===== src/rtl/cache_pkg.sv =====
// Shared types and select encodings for the cache miss sequencer.
package cache_pkg;

  typedef enum logic [1:0] {
    IDLE,
    WRITEBACK,
    REFILL
  } seq_state_t;

  localparam logic CACHE_SEL_CORE  = 1'b0;
  localparam logic CACHE_SEL_MEM   = 1'b1;
  localparam logic ADDR_SEL_CORE   = 1'b0;
  localparam logic ADDR_SEL_VICTIM = 1'b1;

endpackage


===== src/rtl/sat_counter.sv =====
// Saturating up-counter: stops at all-ones and never wraps.
module sat_counter #(
  parameter int W = 16
) (
  input  logic         clk,
  input  logic         rst_b,
  input  logic         inc,
  output logic [W-1:0] count
);

  logic [W-1:0] count_q, count_d;

  always_comb begin
    count_d = count_q;
    if (inc && (count_q != {W{1'b1}})) count_d = count_q + 1'b1;
  end

  always_ff @(posedge clk) begin
    if (!rst_b) count_q <= '0;
    else        count_q <= count_d;
  end

  assign count = count_q;

endmodule


===== src/rtl/cache_miss_sequencer.sv =====
// Write-back cache miss sequencer: victim writeback, line refill, core stall
// and datapath select decode, plus saturating miss/writeback counters.
module cache_miss_sequencer
  import cache_pkg::*;
#(
  parameter int MEM_LATENCY = 4,
  parameter int CNT_W       = 16
) (
  input  logic             clk,
  input  logic             rst_b,
  input  logic             req_valid,
  input  logic             req_write,
  input  logic             req_byte,
  input  logic             halted,
  input  logic             hit,
  input  logic             dirty,
  output logic             stall,
  output logic             cache_we,
  output logic             cache_in_select,
  output logic             mem_we,
  output logic             mem_addr_select,
  output logic             is_byte,
  output logic [CNT_W-1:0] miss_count,
  output logic [CNT_W-1:0] wb_count
);

  localparam logic [3:0] LAT_LAST = 4'(MEM_LATENCY - 1);

  seq_state_t state_q, state_d;
  logic [3:0] cnt_q, cnt_d;
  logic       miss_inc, wb_inc;

  // Outputs are held low while reset is asserted, even though they are Mealy.
  always_comb begin
    state_d         = state_q;
    cnt_d           = cnt_q;
    stall           = 1'b0;
    cache_we        = 1'b0;
    cache_in_select = CACHE_SEL_CORE;
    mem_we          = 1'b0;
    mem_addr_select = ADDR_SEL_CORE;
    is_byte         = 1'b0;
    miss_inc        = 1'b0;
    wb_inc          = 1'b0;
    if (rst_b) begin
      case (state_q)
        IDLE: begin
          if (req_valid && !halted) begin
            if (hit) begin
              if (req_write) begin
                cache_we = 1'b1;
                is_byte  = req_byte;
              end
            end else begin
              stall    = 1'b1;
              miss_inc = 1'b1;
              wb_inc   = dirty;
              cnt_d    = LAT_LAST;
              state_d  = dirty ? WRITEBACK : REFILL;
            end
          end
        end
        WRITEBACK: begin
          stall           = 1'b1;
          mem_we          = 1'b1;
          mem_addr_select = ADDR_SEL_VICTIM;
          if (cnt_q == 4'd0) begin
            cnt_d   = LAT_LAST;
            state_d = REFILL;
          end else begin
            cnt_d = cnt_q - 4'd1;
          end
        end
        REFILL: begin
          stall = 1'b1;
          if (cnt_q == 4'd0) begin
            cache_we        = 1'b1;
            cache_in_select = CACHE_SEL_MEM;
            state_d         = IDLE;
          end else begin
            cnt_d = cnt_q - 4'd1;
          end
        end
        default: state_d = IDLE;
      endcase
    end
  end

  always_ff @(posedge clk) begin
    if (!rst_b) begin
      state_q <= IDLE;
      cnt_q   <= 4'd0;
    end else begin
      state_q <= state_d;
      cnt_q   <= cnt_d;
    end
  end

  sat_counter #(.W(CNT_W)) u_miss_cnt (
    .clk   (clk),
    .rst_b (rst_b),
    .inc   (miss_inc),
    .count (miss_count)
  );

  sat_counter #(.W(CNT_W)) u_wb_cnt (
    .clk   (clk),
    .rst_b (rst_b),
    .inc   (wb_inc),
    .count (wb_count)
  );

endmodule


===== config.mk =====
export PLATFORM = sky130hd
export DESIGN_NAME = cache_miss_sequencer
export DESIGN_NICKNAME = d
export VERILOG_FILES = /design/src/rtl/cache_pkg.sv /design/src/rtl/sat_counter.sv /design/src/rtl/cache_miss_sequencer.sv
export SDC_FILE = /design/constraint.sdc
export NUM_CORES = 1
export LEC_CHECK = 0
export ABC_AREA = 1
export BUFFER_PORTS_ARGS = -buffer_cell sky130_fd_sc_hd__buf_2
export CAP_MARGIN = 0
export CORE_UTILIZATION = 35
export CTS_CLUSTER_DIAMETER = 150
export DETAILED_ROUTE_END_ITERATION = 8
export PLACE_DENSITY = 0.56
export SETUP_SLACK_MARGIN = 0.02
export SLEW_MARGIN = 20
export SYNTH_ARGS = -nofsm -noshare
export SYNTH_HDL_FRONTEND = slang
export SYNTH_HIERARCHICAL = 1
export SYNTH_SLANG_ARGS = --single-unit

===== constraint.sdc =====
create_clock -name clk -period 3.7 [get_ports clk]
set_input_delay 0.74 -clock clk [delete_from_list [all_inputs] [get_ports clk]]
set_output_delay 0.74 -clock clk [all_outputs]
set_load 0.005 [all_outputs]

==> results of run 1 <==
==> worst max-delay path: cells and delay by family <==
kind | cells | cell delay (ps)
simple gates | 1 | 80
buf+inv | 3 | 810
compound gates | 1 | 120
==> worst min path at each step <==
stage                             to  slack [ps]  cells past startpoint
after floorplan           state_q[1]         470                      2
after global placement    state_q[1]         500                      2
after detailed placement  state_q[0]         500                      2
after CTS                 state_q[1]         520                      2
after global routing      state_q[0]         530                      2
final                     state_q[1]         510                      2
==> layout make-up <==
type                    count  area, sq um  area share [%]
well taps                  96          120            4.14
repair buffers             46          233            8.02
multi-input cells         311         1580            54.4
clock buffers               6         82.6            2.84
inverters                  34          128            4.40
flip-flops and latches     38          761            26.2
==> per-stage QoR <==
step	instance area, sq um	worst slack, ps	instances	hold WS (ps)	total power (uW)
floorplan	2560	1700	390	472	524
global placement	2820	1110	525	498	541
detailed placement	2820	1050	525	502	542
CTS	2900	1180	531	517	837
global route	2900	1080	531	535	870
finish	2900	1210	531	514	820
==> cells in the final DEF (no fill, tap or decap), drive strengths merged <==
master	instances
nor2	112
o21ai	1
nand3	34
clkbuf	6
or2	2
nor3b	1
dfxtp	38
a21oi	19
nand2	121
o21bai	1
o211ai	2
ha	8
nand4	8
inv	34
buf	46
nor3	2
==> cell families (layout without fill, tap and decap cells) <==
family / count (synthesis) / after routing
simple gates: 280 / 280
buf+inv: 41 / 86
flops: 38 / 38
compound gates: 23 / 23
fa+ha+maj: 8 / 8
==> per-layer routing <==
layer  GRT usage (%)  vias to the layer above  share of wire [%]
met5               0                        -                  0
met4            5.37                        0                1.3
met3            2.84                        8                3.5
met2            28.7                       40                 47
met1            19.7                     1094                 49
li1                -                     1310                  -
==> registers in the layout (all words and copies together) (netlist names) <==
name and count:
state_q 2, u_wb_cnt/count 16, u_miss_cnt/count 16, cnt_q 4
==> power breakdown <==
part	internal, uW	switching (uW)	total (uW)
logic	40.6	66.4	107
registers	417	7.39	425
clock network	144	144	288
total	602	218	820
==> impl_metrics.yaml, run 1 <==
run_status:
  outcome: "finished clean"
worst_hold_path:
  min_path_type: "flop to flop"
  hp-start: "state_q[1]"
worst_setup_path:
  crit_path_max_incr_delay_ps: 350
  critical_path_class: "input port to primary output"
  crit_path_top_delay_cell: "buf_2"
  cp.required_ps: 2960
  cp-startpoint: "rst_b"
  critPathCapture: "stall"
  cp-end-kind: "primary output"
  crit_fanout: 21
  r2r-end: "u_miss_cnt/count[13]"
  r2r_cells: 12
  crit_path_frequent_cell: "buf_2"
  crit_chain: "buf_2 -> buf_4 -> nand2_1 -> a21oi_1 -> buf_2"
  timing.rr.start: "state_q[0]"
  ff2ff_setup_slack_ps: 1450
  arrival_ps: 1750
  crit_path_start_kind: "input port"
synthesis:
  synth_top_area_share_pct: 29.7
  syn_nets: 406
  netlist_area_sq_um: 2560
  synth_area_leaders: "dfxtp_1 (30%), nand2_1 (16%), nor2_1 (12%)"
  synth_cell_types: 24
  synthAdderAreaFrac_pct: 3.91
  synth_top_family_by_area: "simple AND/OR/NAND/NOR gates"
  synthMuxAreaShare_pct: 0
  async_flop_share_pct: 0
  synth_edf_count: 0
  yosysMostFrequentCell: "nand2_1"
  syn_avg_cell_area_sq_um: 6.56
  synth_xor_area_share_pct: 0
  synth_cells: 390
  ys.flop_type: "dfxtp_1"
  yosysSeqAreaShare_pct: 29.7
  synth-compound-area-share_pct: 4.94
  synthSimpleGateAreaFrac_pct: 52.9
  synth_top_cell_by_area: "dfxtp_1"
  yosys_warnings: 6
  synthTopCellsByCount: "nand2_1 (108), nor2_1 (84), dfxtp_1 (38)"
  synth-seq-cells: 38
floorplanning:
  core_sq_um: 6940
  start_util_pct: 36.8
  die_w_microns: 87.5
  row_count: 30
  dieArea_sq_um: 7650
  die_h_microns: 87.5
  ios: 46
clock_network:
  clock_latency_ps: 290
  numCtsBuffers: 5
  cts.htree.levels: 2
  cts_tree: "done"
  cts_hold_buf: 0
  post_cts_buffers: 0
  clockBufferDepth: 2
  path_clk_slew_ps: 70
  cts_resized: 0
  numClockSinks: 38
  root_buffer: "clkbuf_8"
grt:
  grt_antenna_before_repair: 0
  grt_pass1_wl_microns: 9720
  grt.overflow.total: 0
  grt_pass1_vias: 2231
  grt_max_degree: 22
  track_usage_pct: 16.2
timing:
  hold_viol_final: 0
  post-route-period-util_pct: 67.4
  tightest_slew_ps: 522
  setup_violations: 0
  slew_headroom_pct: 65.1
  fin_worst_skew_ps: 5.90
  max_freq_mhz: 401
  final.setup.tns_ps: 0
  fin_crit_ps: 2490
  rsz0062_at_grt: "no"
  drv_slew: 0
placement:
  portBuffers: 45
  gp_congestion: 0.794
  dp_hpwl_microns: 4320
pwr:
  ir_worst_vdd_mv: 0.122
  powerDensity_nw_per_um2: 282
  p_leak_uw: 0.00137
routing:
  wl_microns: 5660
  dr.first_iter.drc_count: 72
  dr.pass1.iters: 4
  postRouteAntennaNets: 0
  vias_per_cell: 4.62
  via_count: 2452
  routedWlPerCell_microns: 10.7
  drc: 0
flow_run:
  maxCapViolCount: 0
layout:
  diodes: 0
  drive_above_1_share_pct: 22.5
  fin_util_pct: 41.8
  nNetsFinal: 452
  syn_to_final_growth_pct: 13.5
  fillers: 765
Power figures use the tool's default switching activity.
==> run 2: changes to the inputs <==
- clock period: 3.7 -> 2.5 ns (I/O delays scaled with it)
==> impl_metrics.yaml, run 2 (synthesized netlist as in run 1, its figures left out) <==
run_status:
  outcome: "finished clean"
pwr:
  ir_worst_vdd_mv: 0.178
  powerDensity_nw_per_um2: 453
  power.total_uw: 1330
  p_leak_uw: 0.00140
placement:
  gp_congestion: 0.839
  portBuffers: 45
  dp_hpwl_microns: 4360
  pre_cts_slack_ps: 395
floorplanning:
  die_w_microns: 87.5
  dieArea_sq_um: 7650
  start_util_pct: 36.8
  row_count: 30
  ios: 46
  die_h_microns: 87.5
  core_sq_um: 6940
routing:
  routedWlPerCell_microns: 10.7
  wl_microns: 5730
  drc: 0
  postRouteAntennaNets: 0
  dr.first_iter.drc_count: 90
  via_count: 2497
  vias_per_cell: 4.68
  dr.pass1.iters: 4
layout:
  layout_commonest_cell: "nand2_1"
  fillers: 755
  drive_above_1_share_pct: 23.1
  syn_to_final_growth_pct: 15.3
  final_cell_mix: "nand2_1 (108), nor2_1 (84), buf_2 (45)"
  diodes: 0
  nNetsFinal: 454
timing:
  drv_slew: 0
  max_freq_mhz: 472
  fin_ws_ps: 383
  post-route-period-util_pct: 84.7
  final.setup.tns_ps: 0
  fin_worst_skew_ps: 8.46
  setup_violations: 0
  tightest_slew_ps: 298
  slew_headroom_pct: 80.1
  fin_crit_ps: 2120
  rsz0062_at_grt: "no"
  hold_viol_final: 0
worst_setup_path:
  critical_path_class: "flop to primary output"
  cp.required_ps: 2000
  crit_fanout: 5
  crit_path_start_kind: "flop"
  arrival_ps: 1620
  cp-end-kind: "primary output"
clock_network:
  path_clk_slew_ps: 70
  root_buffer: "clkbuf_8"
  cts_tree: "done"
  clockBufferDepth: 2
  cts_hold_buf: 0
  post_cts_buffers: 0
  clock_latency_ps: 300
  cts.htree.levels: 2
  numClockSinks: 38
  cts_resized: 0
  numCtsBuffers: 5
grt:
  grt_max_degree: 26
  grt_antenna_before_repair: 0
  grt.overflow.total: 0
  grt_pass1_vias: 2295
  track_usage_pct: 16.0
  grt_pass1_wl_microns: 9690
flow_run:
  maxCapViolCount: 0
worst_hold_path:
  min_path_type: "flop to flop"
## run 2: changes by cell type in the layout (fill, tap and decap cells not counted)
cell,delta
bufinv_16,+1
buf_4,+2
## run 2: worst max-delay path, stage by stage (launching register included)
cell     delay [ps]
dfxtp_1         340
inv_1            80
ha_1            250
inv_1            80
nor2_1          180
inv_1            90
a21oi_1         160
buf_2           140
## run 2: through the flow
step | cells | hold WS (ps) | util [%] | area (sq um)
finish | 534 | 515 | 42.5 | 2950
CTS | 534 | 513 | 42.5 | 2950
floorplan | 390 | 472 | - | 2560
detailed placement | 527 | 507 | 40.8 | 2840
global placement | 527 | 511 | 40.8 | 2840
global route | 534 | 530 | 42.5 | 2950
## run 2: layer usage
metal | part of all wire (%) | wire length (microns) | up-vias | GRT usage, %
li1 | - | - | 1313 | -
met1 | 50 | 2840 | 1121 | 19.7
met2 | 45 | 2590 | 55 | 27.1
met3 | 4.2 | 243 | 8 | 3.03
met4 | 0.93 | 53 | 0 | 6.71
met5 | 0 | 0 | - | 0
## run 2: where the power goes
group / internal [uW] / switching, uW / leakage (uW)
registers: 618 / 10.7 / 0.000307
logic: 61.1 / 101 / 0.00103
clock network: 319 / 224 / 0.0000573
## run 2: final timing paths
| kind | startpoint | endpoint | slack (ps) | depth (start not counted) |
|---|---|---|---|---|
| worst max-delay path | state_q[0] | stall | 380 | 7 |
| worst min-delay path | state_q[0] | state_q[0] | 510 | 2 |
| worst max register to register | state_q[0] | u_miss_cnt/count[13] | 430 | 12 |
| worst min register to register | state_q[0] | state_q[0] | 510 | 2 |
## run 2: final cells by class
| type | count | area, sq um | area share [%] |
|---|---|---|---|
| Inverter | 34 | 128 | 4.33 |
| Clock buffer | 6 | 82.6 | 2.80 |
| Multi-Input combinational cell | 311 | 1580 | 53.6 |
| Clock inverter | 1 | 30.0 | 1.02 |
| Sequential cell | 38 | 761 | 25.8 |
| Timing Repair Buffer | 48 | 248 | 8.40 |
| Tap cell | 96 | 120 | 4.07 |
==> run 3: changes to the inputs <==
- clock period: 2.5 -> 2.06 ns (I/O delays scaled with it)
==> impl_metrics.yaml, run 3 (synthesized netlist as in run 1, its figures left out) <==
clock_network:
  clock_latency_ps: 300
  numCtsBuffers: 5
  root_buffer: "clkbuf_8"
  cts_hold_buf: 0
  path_clk_slew_ps: 80
  cts_tree: "done"
  clockBufferDepth: 2
  cts.htree.levels: 2
  numClockSinks: 38
grt:
  grt.overflow.total: 0
  grt_pass1_vias: 2257
  met2_usage_pct: 28.0
  grt_antenna_before_repair: 0
  track_usage_pct: 16.7
  met3_usage_pct: 2.94
  grt_max_degree: 26
  grt_pass1_wl_microns: 10100
  grt.busiest_layer: "met2"
  grtUsageMet1_pct: 21.3
worst_setup_path:
  cp-startpoint: "state_q[0]"
  crit_fanout: 4
  cp-end-kind: "primary output"
  timing.rr.start: "state_q[0]"
  crit_path_start_kind: "flop"
  cp.required_ps: 1650
  critical_path_class: "flop to primary output"
  arrival_ps: 1480
routing:
  dr.first_iter.drc_count: 95
  dr.pass1.iters: 4
  drc: 0
  vias_per_cell: 4.65
  wl_microns: 5810
  routedWlPerCell_microns: 10.8
  via_count: 2509
  postRouteAntennaNets: 0
floorplanning:
  dieArea_sq_um: 7650
  die_w_microns: 87.5
  start_util_pct: 36.8
  ios: 46
  core_sq_um: 6940
  row_count: 30
  die_h_microns: 87.5
timing:
  fin_hold_ws_ps: 399
  setup_violations: 0
  fin_crit_ps: 1890
  tightest_slew_ps: 285
  final.setup.tns_ps: 0
  max_freq_mhz: 529
  slew_headroom_pct: 80.9
  hold_viol_final: 0
  fin_worst_skew_ps: 8.51
  rsz0062_at_grt: "no"
  drv_slew: 0
  post-route-period-util_pct: 91.8
layout:
  diodes: 0
  nNetsFinal: 458
  fin_util_pct: 42.8
  final_cell_mix: "nand2_1 (108), nor2_1 (81), buf_2 (45)"
  fillers: 754
  multi_input_area_sq_um: 1590
  syn_to_final_growth_pct: 16.3
  register_area_sq_um: 763
  layout_commonest_cell: "nand2_1"
  drive_above_1_share_pct: 25.1
pwr:
  powerDensity_nw_per_um2: 512
  ir_worst_vdd_mv: 0.231
  p_leak_uw: 0.00141
placement:
  dp_hpwl_microns: 4430
  portBuffers: 45
  gp_congestion: 0.844
worst_hold_path:
  min_path_type: "input port to flop"
  hp-start: "dirty"
run_status:
  outcome: "finished clean"
flow_run:
  maxCapViolCount: 0
## run 3: cell types whose count changed in the layout (fill, tap and decap cells not counted), sizes merged
cell	change
buf	+4
bufinv	-1
clkinv	+1
clkinvlp	+1
## run 3: final timing paths
check,end,slack (ps),depth (start not counted)
worst max-delay path,stall,170,7
worst min-delay path,state_q[0],400,3
worst max register to register,u_wb_cnt/count[13],210,13
worst min register to register,state_q[0],490,2
## run 3: stage by stage
step                      power [uW]  area (sq um)  cells  setup WS [ps]
after floorplan                  941          2560    390            265
after global placement           979          2850    529            122
after detailed placement         982          2850    529           30.1
after CTS                       1550          2950    537           54.8
after global routing            1610          2980    539           15.3
final                           1520          2980    539            170
## run 3: final cells by class
cell class	count	share of cell area, %
Clock buffer	6	2.78
Clock inverter	2	0.421
Inverter	34	4.29
Multi-Input combinational cell	311	53.5
Sequential cell	38	25.7
Tap cell	96	4.04
Timing Repair Buffer	52	9.34
## run 3: critical path: stages, from the launching register on
cell and delay [ps]:
dfxtp_2 350, inv_1 80, ha_1 170, inv_1 70
nor2_2 140, inv_1 90, a21oi_1 150, buf_2 130
## run 3: routing by layer
layer	wire length [microns]	share of wire, %	vias up
met5	0	0	-
met4	82	1.4	0
li1	-	-	1327
met3	176	3.0	7
met1	2860	49	1131
met2	2690	46	44
## run 3: repair_timing
| item | CTS | global route |
|---|---|---|
| gates resized for setup | 0 | 6 |
| endpoints found under the setup margin | 0 | 15 |
| setup buffers | 0 | 2 |
## run 3: report_power, final
group | switching (uW) | internal (uW) | leakage [uW]
clock | 285 | 269 | 0.0000472
combinational | 125 | 79.2 | 0.00105
sequential | 13.9 | 750 | 0.000308
total | 423 | 1100 | 0.00141
